### src/rtl/fetch_unit_if.sv
// Fetch-stage bus: icache request/response, hazard/branch-resolution inputs
// and the IF/ID latch payload.
//   slave  : fetch_unit view (consumes icache/control, drives request/IF-ID)
//   master : surrounding pipeline/icache view
interface fetch_unit_if;
  logic        ihit;
  logic [31:0] imemload;
  logic        imemREN;
  logic [31:0] imemaddr;
  logic        stall;
  logic        halt;
  logic        redirect;
  logic [31:0] redirect_pc;
  logic        bt_update;
  logic [31:0] bt_pc;
  logic [31:0] bt_target;
  logic        bt_taken;
  logic [31:0] imemload_in;
  logic [31:0] pcp4_in;
  logic [31:0] inst_pc_if;
  logic [31:0] predicted_pc_in;
  logic        if_id_enable;
  logic        if_id_flush;

  modport slave (
    input  ihit, imemload, stall, halt, redirect, redirect_pc,
           bt_update, bt_pc, bt_target, bt_taken,
    output imemREN, imemaddr, imemload_in, pcp4_in, inst_pc_if,
           predicted_pc_in, if_id_enable, if_id_flush
  );

  modport master (
    output ihit, imemload, stall, halt, redirect, redirect_pc,
           bt_update, bt_pc, bt_target, bt_taken,
    input  imemREN, imemaddr, imemload_in, pcp4_in, inst_pc_if,
           predicted_pc_in, if_id_enable, if_id_flush
  );
endinterface

### src/rtl/fetch_unit.sv
// Instruction-fetch stage: owns the PC, issues icache reads, predicts the
// next PC through a direct-mapped BTB with 2-bit counters, and produces the
// IF/ID latch payload, enable and flush.
// Ports:
//   CLK  : clock, rising edge
//   RST  : asynchronous active-high reset
//   bus  : fetch_unit_if.slave (icache, hazard, redirect, BTB training, IF/ID)
module fetch_unit #(
  parameter logic [31:0] PC_INIT     = 32'h0000_0000,
  parameter int unsigned BTB_ENTRIES = 8,
  parameter int unsigned IDX_W       = $clog2(BTB_ENTRIES)
) (
  input  logic           CLK,
  input  logic           RST,
  fetch_unit_if.slave    bus
);

  localparam int unsigned TAG_W = 30 - IDX_W;

  typedef enum logic {FETCH, HALTED} state_t;

  state_t      state_q, state_d;
  logic [31:0] pc_q, pc_d;

  logic             btb_valid  [BTB_ENTRIES];
  logic [1:0]       btb_cnt    [BTB_ENTRIES];
  logic [TAG_W-1:0] btb_tag    [BTB_ENTRIES];
  logic [31:0]      btb_target [BTB_ENTRIES];

  logic [IDX_W-1:0] rd_idx, wr_idx;
  logic [TAG_W-1:0] rd_tag, wr_tag;
  logic             btb_hit, wr_hit;
  logic [31:0]      pc_plus4, predicted;
  logic             ren, enable;

  // Lookup side (current PC)
  assign rd_idx    = pc_q[IDX_W+1:2];
  assign rd_tag    = pc_q[31:IDX_W+2];
  assign pc_plus4  = pc_q + 32'd4;
  assign btb_hit   = btb_valid[rd_idx] & (btb_tag[rd_idx] == rd_tag) & btb_cnt[rd_idx][1];
  assign predicted = btb_hit ? btb_target[rd_idx] : pc_plus4;

  // Training side (resolved branch PC)
  assign wr_idx = bus.bt_pc[IDX_W+1:2];
  assign wr_tag = bus.bt_pc[31:IDX_W+2];
  assign wr_hit = btb_valid[wr_idx] & (btb_tag[wr_idx] == wr_tag);

  // State and PC register
  always_ff @(posedge CLK or posedge RST) begin
    if (RST) begin
      state_q <= FETCH;
      pc_q    <= PC_INIT;
    end else begin
      state_q <= state_d;
      pc_q    <= pc_d;
    end
  end

  // Next state, next PC and fetch controls; reset gates the request off
  always_comb begin
    state_d = state_q;
    pc_d    = pc_q;
    ren     = 1'b0;
    enable  = 1'b0;
    case (state_q)
      FETCH: begin
        ren    = ~RST;
        enable = ~RST & bus.ihit & ~bus.stall & ~bus.redirect;
        if (bus.redirect) begin
          pc_d = bus.redirect_pc;
        end else if (!(bus.halt || bus.stall) && bus.ihit) begin
          pc_d = predicted;
        end
        if (bus.halt) begin
          state_d = HALTED;
        end
      end
      HALTED: begin
        state_d = HALTED;
      end
      default: begin
        state_d = FETCH;
      end
    endcase
  end

  // BTB training; lookups in the same cycle see the pre-write contents
  always_ff @(posedge CLK or posedge RST) begin
    if (RST) begin
      btb_valid  <= '{default: 1'b0};
      btb_cnt    <= '{default: 2'b01};
      btb_tag    <= '{default: '0};
      btb_target <= '{default: '0};
    end else if (bus.bt_update) begin
      if (wr_hit) begin
        if (bus.bt_taken) begin
          if (btb_cnt[wr_idx] != 2'b11) begin
            btb_cnt[wr_idx] <= btb_cnt[wr_idx] + 2'd1;
          end
          btb_target[wr_idx] <= bus.bt_target;
        end else if (btb_cnt[wr_idx] != 2'b00) begin
          btb_cnt[wr_idx] <= btb_cnt[wr_idx] - 2'd1;
        end
      end else if (bus.bt_taken) begin
        btb_valid[wr_idx]  <= 1'b1;
        btb_tag[wr_idx]    <= wr_tag;
        btb_target[wr_idx] <= bus.bt_target;
        btb_cnt[wr_idx]    <= 2'b10;
      end
    end
  end

  assign bus.imemREN         = ren;
  assign bus.imemaddr        = pc_q;
  assign bus.inst_pc_if      = pc_q;
  assign bus.pcp4_in         = pc_plus4;
  assign bus.imemload_in     = bus.imemload;
  assign bus.predicted_pc_in = predicted;
  assign bus.if_id_enable    = enable;
  assign bus.if_id_flush     = bus.redirect | RST;

endmodule

### src/flat_wrapper.sv
// flat-port wrapper written by rule: the top's interface ports become plain ports
module fetch_unit_flat 
#(
  parameter logic [31:0] PC_INIT     = 32'h0000_0000,
  parameter int unsigned BTB_ENTRIES = 8,
  parameter int unsigned IDX_W       = $clog2(BTB_ENTRIES)
)
  (CLK, RST, bus_ihit, bus_imemload, bus_stall, bus_halt, bus_redirect, bus_redirect_pc, bus_bt_update, bus_bt_pc, bus_bt_target, bus_bt_taken, bus_imemREN, bus_imemaddr, bus_imemload_in, bus_pcp4_in, bus_inst_pc_if, bus_predicted_pc_in, bus_if_id_enable, bus_if_id_flush);
  fetch_unit_if bus_i ();
  input  logic CLK;
  input  logic RST;
  input wire logic [$bits(bus_i.ihit)-1:0] bus_ihit;
  input wire logic [$bits(bus_i.imemload)-1:0] bus_imemload;
  input wire logic [$bits(bus_i.stall)-1:0] bus_stall;
  input wire logic [$bits(bus_i.halt)-1:0] bus_halt;
  input wire logic [$bits(bus_i.redirect)-1:0] bus_redirect;
  input wire logic [$bits(bus_i.redirect_pc)-1:0] bus_redirect_pc;
  input wire logic [$bits(bus_i.bt_update)-1:0] bus_bt_update;
  input wire logic [$bits(bus_i.bt_pc)-1:0] bus_bt_pc;
  input wire logic [$bits(bus_i.bt_target)-1:0] bus_bt_target;
  input wire logic [$bits(bus_i.bt_taken)-1:0] bus_bt_taken;
  output wire logic [$bits(bus_i.imemREN)-1:0] bus_imemREN;
  output wire logic [$bits(bus_i.imemaddr)-1:0] bus_imemaddr;
  output wire logic [$bits(bus_i.imemload_in)-1:0] bus_imemload_in;
  output wire logic [$bits(bus_i.pcp4_in)-1:0] bus_pcp4_in;
  output wire logic [$bits(bus_i.inst_pc_if)-1:0] bus_inst_pc_if;
  output wire logic [$bits(bus_i.predicted_pc_in)-1:0] bus_predicted_pc_in;
  output wire logic [$bits(bus_i.if_id_enable)-1:0] bus_if_id_enable;
  output wire logic [$bits(bus_i.if_id_flush)-1:0] bus_if_id_flush;
  assign bus_i.ihit = bus_ihit;
  assign bus_i.imemload = bus_imemload;
  assign bus_i.stall = bus_stall;
  assign bus_i.halt = bus_halt;
  assign bus_i.redirect = bus_redirect;
  assign bus_i.redirect_pc = bus_redirect_pc;
  assign bus_i.bt_update = bus_bt_update;
  assign bus_i.bt_pc = bus_bt_pc;
  assign bus_i.bt_target = bus_bt_target;
  assign bus_i.bt_taken = bus_bt_taken;
  assign bus_imemREN = bus_i.imemREN;
  assign bus_imemaddr = bus_i.imemaddr;
  assign bus_imemload_in = bus_i.imemload_in;
  assign bus_pcp4_in = bus_i.pcp4_in;
  assign bus_inst_pc_if = bus_i.inst_pc_if;
  assign bus_predicted_pc_in = bus_i.predicted_pc_in;
  assign bus_if_id_enable = bus_i.if_id_enable;
  assign bus_if_id_flush = bus_i.if_id_flush;
  fetch_unit #(.PC_INIT(PC_INIT), .BTB_ENTRIES(BTB_ENTRIES), .IDX_W(IDX_W)) u_core (.CLK(CLK), .RST(RST), .bus(bus_i));
endmodule
### config.mk
export PLATFORM = sky130hd
export DESIGN_NAME = fetch_unit_flat
export DESIGN_NICKNAME = d
export VERILOG_FILES = /design/src/rtl/fetch_unit_if.sv /design/src/rtl/fetch_unit.sv /design/src/flat_wrapper.sv
export SDC_FILE = /design/constraint.sdc
export NUM_CORES = 1
export LEC_CHECK = 0
export CORE_MARGIN = 3
export CORE_UTILIZATION = 40
export CTS_BUF_LIST = sky130_fd_sc_hd__clkbuf_8
export DETAILED_ROUTE_END_ITERATION = 6
export DONT_BUFFER_PORTS = 1
export GPL_TIMING_DRIVEN = 1
export PLACE_DENSITY_LB_ADDON = 0.08
export SLEW_MARGIN = 20
export SYNTH_ARGS = -nofsm -noshare
export SYNTH_HDL_FRONTEND = slang
export SYNTH_SLANG_ARGS = --single-unit
### constraint.sdc
create_clock -name CLK -period 16.7 [get_ports CLK]
set_input_delay 2.505 -clock CLK [delete_from_list [all_inputs] [get_ports CLK]]
set_output_delay 2.505 -clock CLK [all_outputs]
set_load 0.005 [all_outputs]
Word-level counts from Yosys, hierarchy flattened

Index checks and enable logic that the tools add are counted.

Register bits after elaboration: 529
Logic and storage cells: 119

Muxes and demuxes: 45
Add/subtract/negate cells: 3
Equal/unequal tests: 4
Bitwise operators: 18
$lt $le $gt $ge: 3
Reductions and logical operators: 12

Operator list:

| kind                                                      | count |
|---|---|
| bitwise mux 256 bit                                       | 1 |
| bitwise mux 216 bit                                       | 1 |
| two-way mux 32 bit                                        | 6 |
| binary-select mux 27 bit (select 3 bit)                   | 2 |
| two-way mux 27 bit                                        | 5 |
| binary-select mux 32 bit (select 3 bit)                   | 1 |
| demux 32 bit (select 3 bit)                               | 1 |
| demux 27 bit (select 3 bit)                               | 1 |
| two-way mux 16 bit                                        | 5 |
| == test 27 bit                                            | 2 |
| adder 32 x 3 -> 32 bit (second input constant)            | 1 |
| bitwise mux 16 bit                                        | 2 |
| OR 8 bit                                                  | 2 |
| binary-select mux 2 bit (select 3 bit)                    | 2 |
| two-way mux 2 bit                                         | 5 |
| AND 8 bit                                                 | 1 |
| greater-or-equal comparator 4 bit (second input constant) | 2 |
| two-way mux 1 bit                                         | 8 |
| NOT 3 -> 4 bit                                            | 2 |
| NOT 8 bit                                                 | 1 |
| nonzero test 2 bit                                        | 4 |
| AND 1 bit                                                 | 6 |
| binary-select mux 1 bit (select 3 bit)                    | 2 |
| demux 2 bit (select 3 bit)                                | 1 |
| other kinds (15)                                          | 21 |

Logic depth before layout (Yosys ltp)

Gate-level depths: netlist (run 1).

Depth in word-level cells: 10
Depth in mapped cells: 14
Mapped depth without buffers: 11

Worst setup path after synthesis (run 1)

No wires, ideal clock.

Path kind: input -> output
Start point: in RST
End point: out bus_if_id_enable
Arrival: 14.926 ns
Slack: -0.731 ns
Stages: 3
Cell sequence: inv_1 > nand2_1 > nor3_1

Longest elaborated chain between the ends: 5

RTL lines:

| item                   | RTL line           | source |
|---|---|---|
| start: declaration     | flat_wrapper.sv:11 | `input logic RST;` |
| NOT 1 bit              | fetch_unit.sv:68   | `enable = ~RST & bus.ihit & ~bus.stall & ~bus.redirect;` |
| AND 1 bit (3 in a row) | fetch_unit.sv:68   |  |
| two-way mux 1 bit      | fetch_unit.sv:65   | `case (state_q)` |
| end: declaration       | flat_wrapper.sv:28 | `output wire logic [$bits(bus_i.if_id_enable)-1:0] bus_if_id_enable;` |

Every way passes these cells.

Worst setup path in the final report (run 1)

Start point: reg u_core.pc_q[3] (netlist: u_core.bus.imemaddr[3])
End point: out bus_predicted_pc_in[30]

Longest elaborated chain between the ends: 8
Elaborated cells on any way between the ends: 18

RTL lines:

| item                                                  | RTL line                           | source |
|---|---|---|
| start: declaration                                    | fetch_unit.sv:23                   | `logic [31:0] pc_q, pc_d;` |
| start signal: assignment                              | fetch_unit.sv:55                   | `pc_q <= pc_d;` |
| NOT 3 -> 4 bit (not written as such)                  | fetch_unit.sv:40, fetch_unit.sv:41 |  |
| binary-select mux 27 bit (select 3 bit)               | fetch_unit.sv:40                   | `assign btb_hit = btb_valid[rd_idx] & (btb_tag[rd_idx] == rd_tag) & btb_cnt[rd_idx][1];` |
| two-way mux 27 bit (not written as such) (2 in a row) | fetch_unit.sv:40                   |  |
| == test 27 bit                                        | fetch_unit.sv:40                   |  |
| AND 1 bit (2 in a row)                                | fetch_unit.sv:40                   |  |
| two-way mux 32 bit *                                  | fetch_unit.sv:41                   | `assign predicted = btb_hit ? btb_target[rd_idx] : pc_plus4;` |
| end: declaration                                      | flat_wrapper.sv:27                 | `output wire logic [$bits(bus_i.predicted_pc_in)-1:0] bus_predicted_pc_in;` |

Every way passes the cells marked *; elsewhere a longest branch is shown, timed or not. The select of a mux whose other input is x is not followed.

==> out/metrics.cfg, run 1 <==
[status]
outcome=finished, final reports clean

[synthesis]
ys_types=56
avgSynthCellArea_um2=14.1
syn_inst=1953
netlist_area_um2=27500
seq_area_frac_synth_pct=48.1
synth_area_leaders=dfrtp_1, mux2_2, mux4_2, mux2i_1, buf_4
synthTopCellsByCount=mux2_2, dfrtp_1, mux4_2
synth_top_area_share_pct=47.3
synth_most_common_cell=mux2_2
yosysTopAreaCell=dfrtp_1
synth_ff_type=dfrtp_1
syn-num-nets=2092
synth_warnings=0
synth-edff-count=0
synth_seq_cells=529
async_reset_ff_share_pct=100

[sta]
finClkSkew_ns=0.0329
period_share_pct=50.3
setup_viol=0
grt_setup_unrepaired=false
period_needed_ns=8.41
hold_viol=0
fin_setup_tns_ns=0
max_freq_mhz=119
max_slew.worst_pin.slew_ns=1.02
relSlewSlack_pct=31.5
finalMaxSlewViolations=0

[power]
p_per_area_nw_per_um2=131
peakVddDrop_mv=0.0590
power.total_uw=3900
p_leak_uw=0.0125

[critical_path]
critPathMaxFanout=44
worstPathRequired_ns=14.20
critPathLaunchType=flip-flop
path_class=reg -> out
worst_setup_path_end_kind=output port
arrival_ns=5.90
worst_r2r_path_depth=11

[placement]
dpl.hpwl_um=51700
portBuffers=0
dp.cells=2646
dpl_cell_area_um2=27900
place_congestion=0.816

[routing]
dr.pass1.iters=6
avgViaCountPerCell=6.02
drt-initial-drc-count=1148
routed_wl_um=85200
num_vias=16944
wl_per_cell_um=30.3
ant_nets=0
drc=0

[clocking]
hold_buffers=0
clock_sinks=529
cts_root_buffer=clkbuf_8
cts_buffer_depth=3
cts_buffers=99
ctsResizeCount=0
clk_pin_slew_worst_paths_ns=0.06
htreeDepth=3
clk_latency_ns=0.70
cts_tree=yes
cts_setup_buffers=0

[job]
max-cap-violations=0

[floorplanning]
die-area_um2=72000
ios=299
rows=95
initial_core_util_pct=40.7
die_y_um=268
die_w_um=268
coreArea_um2=67600

[grt]
grt-ovfl-total=0
grt_max_degree=162
grt_pass1_vias=18068
antenna_found_initial=6
grt_pass1_wl_um=125000
globalRouteTotalUtil_pct=23.8

[layout]
final_cells=2816
nFillCells=6153
nNetsFinal=2013
syn_to_final_growth_pct=8.27
layout-drive-gt1-share_pct=47.5
final_cell_area_um2=29800

[min_path]
hold_class=reg -> reg
hold_path_depth=1

[layout make-up]
| class | count | area, µm² | area share [%] |
|---|---|---|---|
| Inverter | 20 | 78.8 | 0.264 |
| Multi-Input combinational cell | 1185 | 13100 | 44.0 |
| Tap cell | 873 | 1090 | 3.66 |
| Timing Repair Buffer | 39 | 318 | 1.07 |
| Antenna cell | 1 | 2.50 | 0.00839 |
| Sequential cell | 529 | 13300 | 44.5 |
| Clock inverter | 41 | 184 | 0.617 |
| Clock buffer | 128 | 1760 | 5.91 |
[logic make-up (layout without fill, tap and decap cells)]
logic type	after synthesis	count (layout)	synth area share (%)
mux	786	786	37.2
flops	529	529	48.1
buf+inv	239	228	4.57
simple gates	188	188	3.83
compound gates	140	140	3.99
xor+xnor	68	68	2.16
fa+ha+maj	3	3	0.136
other cells	0	1	0
[sequential cells by signal, summed over array words and instances (netlist names)]
register	flops
u_core.btb_tag	216
u_core.btb_target	256
u_core.state_q	1
u_core.bus.imemaddr	32
u_core.btb_valid	8
u_core.btb_cnt	16
[per-layer routing]
layer | vias to the layer above | global-route usage [%] | part of all wire, %
met2 | 582 | 37.8 | 46
met5 | - | 0 | 0.011
met1 | 9084 | 32.2 | 44
met3 | 149 | 6.24 | 7.5
met4 | 2 | 7.24 | 2.3
li1 | 7127 | - | -
[report_power, final]
group	total, µW	leakage (µW)	switching [µW]	internal (µW)
registers	1780	0.00645	211	1570
logic	882	0.00491	365	517
clock network	1240	0.00112	558	679
[placed cells by master, fill, tap and decap left out, drive strengths merged, types with 6 or more instances in the layout]
master	instances
a21oi	6
a221o	30
a221oi	16
a22oi	23
and3	43
buf	39
clkbuf	128
clkinv	8
dfrtp	521
dfstp	8
inv	50
mux2	598
mux2i	58
mux4	130
nand2	26
nand2b	12
nand3	23
nand4	7
nor2	33
nor4	9
o21ai	13
o22ai	22
o32a	8
or3	7
xnor2	43
xor2	25
[worst max-delay path, cell delays in order, from the launching register on]
cell     delay, ns
dfrtp_4       0.55
buf_4         0.67
buf_4         0.77
mux4_2        0.42
mux2i_1       0.27
xnor2_1       0.29
nor4_1        0.55
nand3_1       0.23
nor4_4        0.30
buf_4         0.56
mux2_2        0.49
[path summary, 6_finish.rpt]
check                                                   start                                 end  slack (ns)
max in group asynchronous                                 RST    u_core.btb_target[9]$_DFFE_PP0P_       11.81
hold / removal                u_core.btb_valid[4]$_DFFE_PP0P_     u_core.btb_valid[4]$_DFFE_PP0P_        0.50
setup reg to reg           u_core.bus.imemaddr[3]$_DFFE_PP0P_  u_core.bus.imemaddr[4]$_DFFE_PP0P_       11.04
min in group asynchronous                                 RST            u_core.state_q$_DFF_PP0_        1.95
setup / recovery           u_core.bus.imemaddr[3]$_DFFE_PP0P_             bus_predicted_pc_in[30]        8.29
hold reg to reg               u_core.btb_valid[4]$_DFFE_PP0P_     u_core.btb_valid[4]$_DFFE_PP0P_        0.50
[stage by stage]
| stage | hold slack [ns] | util (%) | setup slack (ns) |
|---|---|---|---|
| 6_report | 0.496 | 44.1 | 8.29 |
| 5_1_grt | 0.508 | 44.1 | 8.04 |
| 4_1_cts | 0.495 | 44.1 | 8.22 |
| 3_5_place_dp | 0.481 | 41.2 | 9.00 |
| 3_3_place_gp | 0.476 | 41.2 | 9.06 |
| 2_1_floorplan | 0.451 | - | 3.38 |
Note: power is estimated with default switching activity, not from simulation.
==> inputs of run 2 (changes only) <==
clock period = 8.4 ns   (was 16.7 ns; I/O delays follow)
==> out/metrics.cfg, run 2 (same netlist as run 1, synthesis figures left out) <==
[placement]
dp.cells=2650  ; +0.15%
dpl.hpwl_um=52400  ; +1.2%
dp_slack_ns=2.69  ; -6.31 ns
portBuffers=0  ; unchanged
place_congestion=0.771  ; -5.5%

[floorplanning]
die-area_um2=72000  ; unchanged
die_y_um=268  ; unchanged
coreArea_um2=67600  ; unchanged
initial_core_util_pct=40.7  ; unchanged
ios=299  ; unchanged
rows=95  ; unchanged
die_w_um=268  ; unchanged

[grt]
grt_pass1_vias=17707  ; -2.0%
grt_pass1_wl_um=124000  ; -0.51%
antenna_found_initial=4  ; -2
globalRouteTotalUtil_pct=23.7  ; -0.10 points
grt_max_degree=101  ; -38%
grt-ovfl-total=0  ; unchanged

[clocking]
cts_tree=yes
clk_latency_ns=0.70  ; about the same
cts_setup_buffers=0  ; unchanged
htreeDepth=3  ; unchanged
cts_buffers=97  ; -2.0%
ctsResizeCount=0  ; unchanged
clock_sinks=529  ; unchanged
hold_buffers=0  ; unchanged
cts_root_buffer=clkbuf_8
cts_buffer_depth=3  ; unchanged
clk_pin_slew_worst_paths_ns=0.06  ; about the same

[sta]
setup_viol=0  ; unchanged
whs_ns=0.499  ; +0.00257 ns
fin_setup_tns_ns=0  ; unchanged
finalMaxSlewViolations=0  ; unchanged
max_slew.worst_pin.slew_ns=1.14  ; +0.120 ns
period_needed_ns=6.33
relSlewSlack_pct=23.4  ; -8.1 points
hold_viol=0  ; unchanged
max_freq_mhz=158
finClkSkew_ns=0.0257  ; -0.00722 ns
period_share_pct=75.4
fin_ws_ns=2.07  ; -6.23 ns
grt_setup_unrepaired=false

[critical_path]
worst-path-buf-inv=2  ; -1
ff2ff_setup_slack_ns=3.57  ; -7.47 ns
worst_r2r_path_depth=10  ; -1
worst_setup_path_end_kind=output port
critPathMaxFanout=39  ; -11%
arrival_ns=5.07  ; -0.83 ns
max_stage_delay_ns=0.88  ; +0.11 ns
slowest_stage=dfrtp_4
r2r_end=u_core.bus.imemaddr[30]$_DFFE_PP0P_
path_class=reg -> out
worstPathRequired_ns=7.14  ; -7.06 ns
crit_path_cell_trace=buf_12 -> mux4_2 -> mux2i_1 -> xnor2_1 -> nor4_1 -> nand3_1 -> nor4_4 -> buf_4 -> mux2_2
reg2reg_from=u_core.bus.imemaddr[2]$_DFFE_PP0P_
path_delay_family=multiplexers
critPathLaunchType=flip-flop

[job]
max-cap-violations=0  ; unchanged

[power]
switching_power_uw=2260  ; +99%
swShare_pct=29.2  ; +0.13 points
combPwrFrac_pct=22.5  ; about the same
p_leak_uw=0.0125  ; about the same
peakVddDrop_mv=0.128  ; +120%
seq_power_share_pct=45.9  ; +0.3 points
p_per_area_nw_per_um2=259  ; +98%
p_int_uw=5470  ; +98%
clkPwrFrac_pct=31.6  ; about the same

[routing]
routed_wl_um=85500  ; +0.29%
avgViaCountPerCell=5.99  ; -0.42%
ant_nets=0  ; unchanged
dr.pass1.iters=5  ; -1
drc=0  ; unchanged
drt-initial-drc-count=1003  ; -13%
num_vias=16915  ; -0.17%
wl_per_cell_um=30.3  ; about the same

[layout]
final_common_cell=mux2_2
nFillCells=6022  ; -2.1%
nNetsFinal=2015  ; +0.099%
final_util_pct=44.1  ; about the same
regMostFlops=u_core.btb_target
multi_input_area_um2=13100  ; about the same
final_cells=2823  ; +0.25%
syn_to_final_growth_pct=8.26  ; about the same
regArea_um2=13300  ; unchanged
largest_register_ffs=256  ; unchanged
layout-drive-gt1-share_pct=47.3  ; -0.15 points
layout_common_cells=mux2_2, dfrtp_1, mux4_2, clkbuf_8, mux2i_1

[min_path]
hold_class=reg -> reg
worstHoldStart=u_core.btb_valid[5]$_DFFE_PP0P_
min_to=u_core.btb_valid[5]$_DFFE_PP0P_
hold_path_depth=1  ; unchanged

[status]
outcome=finished, final reports clean

-- run 2: changes by cell type in the layout (fill, tap and decap cells not counted), sizes merged --
cell    previous run  this run
buf               39        43
bufinv             0         1
inv               50        56
clkinv             8         6
clkbuf           128       121
diode              1         6
-- run 2: layout make-up --
| class | instances | share of cell area [%] |
|---|---|---|
| multi-input cells | 1185 | 44.0 |
| clock buffers | 121 | 5.59 |
| inverters | 20 | 0.264 |
| repair buffers | 43 | 1.14 |
| flip-flops and latches | 529 | 44.5 |
| well taps | 873 | 3.66 |
| diodes | 6 | 0.0504 |
| clock inverters | 46 | 0.848 |
-- run 2: through the flow --
step	cell area (µm²)	power [µW]
floorplan	27500	4870
global placement	27900	5280
detailed placement	27900	5340
CTS	29800	7830
global route	29800	8130
finish	29800	7730
-- run 2: power by group through the flow --
| stage | clock network (µW) | registers (µW) | logic [µW] |
|---|---|---|---|
| floorplan | 0 | 3400 | 1470 |
| global placement | 0 | 3550 | 1730 |
| detailed placement | 0 | 3580 | 1760 |
| CTS | 2520 | 3540 | 1770 |
| global route | 2630 | 3620 | 1880 |
| finish | 2440 | 3550 | 1740 |
-- run 2: routing by layer --
metal  track usage, %  vias up  wire [µm]
li1                 -     7163          -
met1             32.2     9016      37400
met2             36.9      584      38800
met3             6.80      152       6680
met4             7.51        0       2490
met5                0        -          0
-- run 2: worst max-delay path by stage --
stage,start,endpoint,cells past startpoint
finish,u_core.bus.imemaddr[2]$_DFFE_PP0P_,bus_predicted_pc_in[30],9
global route,u_core.bus.imemaddr[2]$_DFFE_PP0P_,bus_predicted_pc_in[30],9
CTS,u_core.bus.imemaddr[2]$_DFFE_PP0P_,bus_predicted_pc_in[30],9
detailed placement,u_core.bus.imemaddr[2]$_DFFE_PP0P_,bus_predicted_pc_in[30],9
global placement,u_core.bus.imemaddr[2]$_DFFE_PP0P_,bus_predicted_pc_in[30],9
floorplan,RST,bus_if_id_enable,3
